## src/rtl/clk_en_pkg.sv

```systemverilog
// clk_en_pkg: shared defaults and 100 MHz divisor constants for clk_en_gen
package clk_en_pkg;
  localparam int SYS_CLK_HZ = 100_000_000;
  localparam int DEF_NUM_CH = 4;
  localparam int DEF_CNT_W = 27;
  localparam int DIV_FAST = SYS_CLK_HZ / 400;
  localparam int DIV_BLINK = SYS_CLK_HZ / 4;
  localparam int DIV_2HZ = SYS_CLK_HZ / 2;
  localparam int DIV_1HZ = SYS_CLK_HZ;
  localparam logic [DEF_NUM_CH*DEF_CNT_W-1:0] DEF_DIV_INIT = {
    DEF_CNT_W'(DIV_1HZ), DEF_CNT_W'(DIV_2HZ), DEF_CNT_W'(DIV_BLINK), DEF_CNT_W'(DIV_FAST)
  };
endpackage

```

## src/rtl/clk_en_chan.sv

```systemverilog
// clk_en_chan: one divider channel with shadowed divisor, tick strobe and optional square (CLK_EN_SQUARE_EN)
module clk_en_chan
  import clk_en_pkg::*;
#(
  parameter int CNT_W = DEF_CNT_W,
  parameter logic [CNT_W-1:0] DIV_RST = '0
) (
  input  logic             clk,
  input  logic             rst,
  input  logic             wr_en,
  input  logic [CNT_W-1:0] wr_val,
  input  logic             sync,
  input  logic             pause,
  output logic             tick,
  output logic             square
);
  logic [CNT_W-1:0] cnt, cnt_nxt, div, div_nxt, shadow, shadow_nxt;
  logic pending, pending_nxt, tick_nxt, wrap, run, apply;
  always_comb begin
    shadow_nxt = wr_en ? wr_val : shadow;
    wrap = div != '0 && cnt == div - CNT_W'(1);
    run = !sync && !pause && div != '0;
    apply = (wr_en || pending) && (sync || div == '0 || (run && wrap));
    div_nxt = apply ? shadow_nxt : div;
    pending_nxt = (wr_en || pending) && !apply;
    tick_nxt = run && wrap;
    cnt_nxt = (sync || div == '0 || tick_nxt) ? '0 : run ? cnt + CNT_W'(1) : cnt;
  end
  always_ff @(posedge clk or posedge rst) begin
    if (rst) begin
      cnt <= '0;
      div <= DIV_RST;
      shadow <= DIV_RST;
      pending <= 1'b0;
      tick <= 1'b0;
    end else begin
      cnt <= cnt_nxt;
      div <= div_nxt;
      shadow <= shadow_nxt;
      pending <= pending_nxt;
      tick <= tick_nxt;
    end
  end
`ifdef CLK_EN_SQUARE_EN
  always_ff @(posedge clk or posedge rst) begin
    if (rst) square <= 1'b0;
    else square <= !sync && (square ^ tick_nxt);
  end
`else
  assign square = 1'b0;
`endif
endmodule

```

## src/rtl/clk_en_gen.sv

```systemverilog
// clk_en_gen: NUM_CH programmable clock-enable channels; square outputs only with CLK_EN_SQUARE_EN
module clk_en_gen
  import clk_en_pkg::*;
#(
  parameter int NUM_CH = DEF_NUM_CH,
  parameter int CNT_W = DEF_CNT_W,
  parameter logic [NUM_CH*CNT_W-1:0] DIV_INIT = DEF_DIV_INIT
) (
  input  logic                      clk,
  input  logic                      rst,
  input  logic                      div_wr_en,
  input  logic [$clog2(NUM_CH)-1:0] div_wr_ch,
  input  logic [CNT_W-1:0]          div_wr_val,
  input  logic                      sync,
  input  logic                      pause,
  output logic [NUM_CH-1:0]         tick,
  output logic [NUM_CH-1:0]         square
);
  localparam int CH_W = $clog2(NUM_CH);
  for (genvar i = 0; i < NUM_CH; i++) begin : g_ch
    clk_en_chan #(
      .CNT_W(CNT_W),
      .DIV_RST(DIV_INIT[i*CNT_W +: CNT_W])
    ) u_chan (
      .clk(clk),
      .rst(rst),
      .wr_en(div_wr_en && div_wr_ch == CH_W'(i)),
      .wr_val(div_wr_val),
      .sync(sync),
      .pause(pause),
      .tick(tick[i]),
      .square(square[i])
    );
  end
endmodule

```

## config.mk

```make
export PLATFORM = sky130hd
export DESIGN_NAME = clk_en_gen
export DESIGN_NICKNAME = d
export VERILOG_FILES = /design/src/rtl/clk_en_pkg.sv /design/src/rtl/clk_en_chan.sv /design/src/rtl/clk_en_gen.sv
export SDC_FILE = /design/constraint.sdc
export NUM_CORES = 1
export LEC_CHECK = 0
export CAP_MARGIN = 20
export CORE_MARGIN = 10
export CORE_UTILIZATION = 55
export DETAILED_ROUTE_END_ITERATION = 8
export PLACE_DENSITY = 0.72
export SYNTH_ARGS = -nofsm -noshare
export SYNTH_HDL_FRONTEND = slang
export SYNTH_HIERARCHICAL = 1
export SYNTH_SLANG_ARGS = --single-unit
export TNS_END_PERCENT = 30
```

## constraint.sdc

```tcl
create_clock -name clk -period 5.15 [get_ports clk]
set_clock_uncertainty 0.2 [all_clocks]
set_input_delay 0.515 -clock clk [delete_from_list [all_inputs] [get_ports clk]]
set_output_delay 0.515 -clock clk [all_outputs]
set_load 0.1 [all_outputs]
```

==> run metrics <==
status=finished clean; fin crit share=84.5%; area grow syn2layout=10.3%; HP Class=flip-flop to flip-flop; Tot Pwr=9090 uW; synthesized area per cell=10.5 um2; # port buffers=37; wire per inst=20.0 um; worst slew pin tran=0.997 ns; post-DP HPWL=31800 um; Skew-Pair Late Insertion Delay=0.52 ns; root buffer cell=clkbuf_16; crit-path most repeated cell=or4_1; Synth Instances=1758; Num CTS Buffers=36; grt ovf=0; Worst setup SP type=flip-flop; synthesized flop and latch total=332; Period minus WS final=4.35 ns; peak supply drop=389 uV; Clock Tree Buf Depth=3; # DRC=0; Synth Flop Type=dfrtp_1; arrival time at the worst endpoint=4.56 ns; Layout Cells excl Fill=2229; first-pass GRT wire length=72900 um; setup TNS=0 ns; Routed WL=44600 um; CP max FO=27; Pins Over Slew Limit=0; Post-Syn Area=18500 um2; Die H=203 um; 1st-iter DRT viols=931; Async SR Flop Fraction=100%; most frequent cells in the layout=246 x dfrtp_1, 205 x nor2_1, 129 x mux2_2, 129 x xor2_1, 119 x xnor2_1; post-route ant nets=0; Setup CP Type=flip-flop to flip-flop; Final setup viols=0; area leader, netlist=dfrtp_1; antenna violations before repair=3; Synth Warn #=6; Core Region=33400 um2; Seq/Total Area, Yosys=45.6%; Vias=13200; vias per cell=5.94; drt first pass iters=5; global placement routability congestion=0.962; Worst Path Required=5.36 ns; crit path max-delay cell type=or4_1; vias in the first global route=13200; Synth Net Count=1804; max-cap violation count=0; hold_buf cts=0; Clk pin slew, worst setup/hold paths=0.06 ns; Area contributors post-synth=dfrtp_1 33%, dfstp_2 12%, mux2_2 7.9%, xor2_1 6.1%, xnor2_1 5.6%; PostCTS Resize Cnt=0; CTS tree=yes; RSZ-0062 raised after global routing=no; die area=41300 um2; Yosys top cell area share=33.3%; Hold Fails Final Rpt=0; most common cell after layout, fill and taps aside=dfrtp_1; DIE WIDTH=203 um; n_diodes=0; layout cells sized above 1=19.3%; Initial Utilization=55.3%; synth unique cells=76; slowest stage delay, CP=0.76 ns; Max Clock Freq=230 MHz; Total Routing Usage GR=21.8%; fin util=61.0%; worst path cell trace=or4_1, or4_1, or4_1, a31oi_1, a21oi_1, or3_1, o21bai_2, and2b_1, buf_4, mux2_2; pwr/cell area=446 nW/um2; crit path buf inv count=1; CP top delay family=simple AND/OR/NAND/NOR gates; Layout Nets=1801; Rows=67; relative slew slack=32.9%; Leakage=0.00808 uW; dpl cells=2165; CTS Sinks=332; Post-synth EDFFs=0; critical path endpoint category=flip-flop; pin count of the biggest net entering global routing=55; # Post-CTS Setup Buffers=0; # IOs=42; H-tree Lvls=2
path summary, 6_finish.rpt:
kind | startpoint | to | slack, ns | cells after the start
max | g_ch[0].u_chan/div[5] | g_ch[0].u_chan/div[13] | 0.80 | 10
min | g_ch[0].u_chan/shadow[2] | g_ch[0].u_chan/shadow[2] | 0.29 | 1
max reg2reg | g_ch[0].u_chan/div[5] | g_ch[0].u_chan/div[13] | 0.80 | 10
min reg2reg | g_ch[0].u_chan/shadow[2] | g_ch[0].u_chan/shadow[2] | 0.29 | 1
max in group asynchronous | rst | g_ch[1].u_chan/div[16] | 3.21 | 3
min in group asynchronous | rst | g_ch[3].u_chan/shadow[5] | 0.51 | 2
cell type report:
cell class	instances	area [um2]
tap	448	561
timing repair buffer	60	543
fill	2825	13000
clock buffer	54	1060
inverter	33	129
sequential	332	8420
multi-input combinational	1292	9420
clock inverter	10	231
synthesized netlist by cell type, types with 4 or more instances:
cell,instances
a211o_1,7
xnor2_1,119
inv_1,33
buf_8,6
nor2_1,205
clkbuf_1,63
nand2b_1,8
nand3_1,69
a21boi_1,4
dfrtp_1,246
ha_1,12
buf_4,7
nor4_1,60
nand2_1,69
o21ai_0,16
a31oi_1,17
dfstp_2,86
or3_1,16
mux2_1,67
a21o_1,5
buf_1,11
nor3_1,65
mux2i_1,11
conb_1,4
and2_1,16
buf_2,10
a311oi_1,5
nand4_1,46
or2_2,9
o31a_1,5
or4_1,33
and3_1,17
a21oi_1,29
xor2_1,129
mux2_4,20
and4_1,10
mux2_2,129
o31ai_1,9
or3b_2,4
buf_6,4
nor3b_1,13
through the flow:
step,setup slack (ns),hold WS (ns),area [um2]
floorplan,1.20,0.258,18500
detailed placement,0.841,0.282,19100
global placement,0.916,0.277,19100
finish,0.798,0.293,20400
global route,0.596,0.306,20400
CTS,0.831,0.296,20400
flip-flops by register name, indices dropped and copies added, names as in the netlist:
name                 cells
g_ch.u_chan/cnt        108
g_ch.u_chan/div        108
g_ch.u_chan/pending      4
g_ch.u_chan/shadow     108
g_ch.u_chan/tick         4
cells by family (layout without fill, tap and decap cells):
| logic type | count (synthesis) | count (layout) | share of synthesized area [%] |
|---|---|---|---|
| flip-flops | 332 | 332 | 45.6 |
| multiplexers | 227 | 227 | 14.2 |
| other | 4 | 4 | 0.0813 |
| AO/OA/AOI/OAI | 131 | 131 | 4.95 |
| AND/OR/NAND/NOR | 670 | 670 | 19.2 |
| adder cells (fa/ha/maj) | 12 | 12 | 0.813 |
| buffers and inverters | 134 | 157 | 3.46 |
| XOR/XNOR | 248 | 248 | 11.8 |
layer usage:
| layer | up-vias | share of wire [%] | GRT usage (%) |
|---|---|---|---|
| met5 | - | 0.11 | 0.951 |
| met1 | 6631 | 46 | 29.8 |
| li1 | 6203 | - | - |
| met2 | 322 | 46 | 34.8 |
| met4 | 2 | 2.8 | 7.11 |
| met3 | 78 | 4.9 | 3.16 |
where the power goes:
part	switching, uW	total, uW	internal [uW]
Combinational	1190	2280	1090
Clock	1050	2820	1770
Sequential	724	3980	3260
Power figures use the tool's default switching activity.
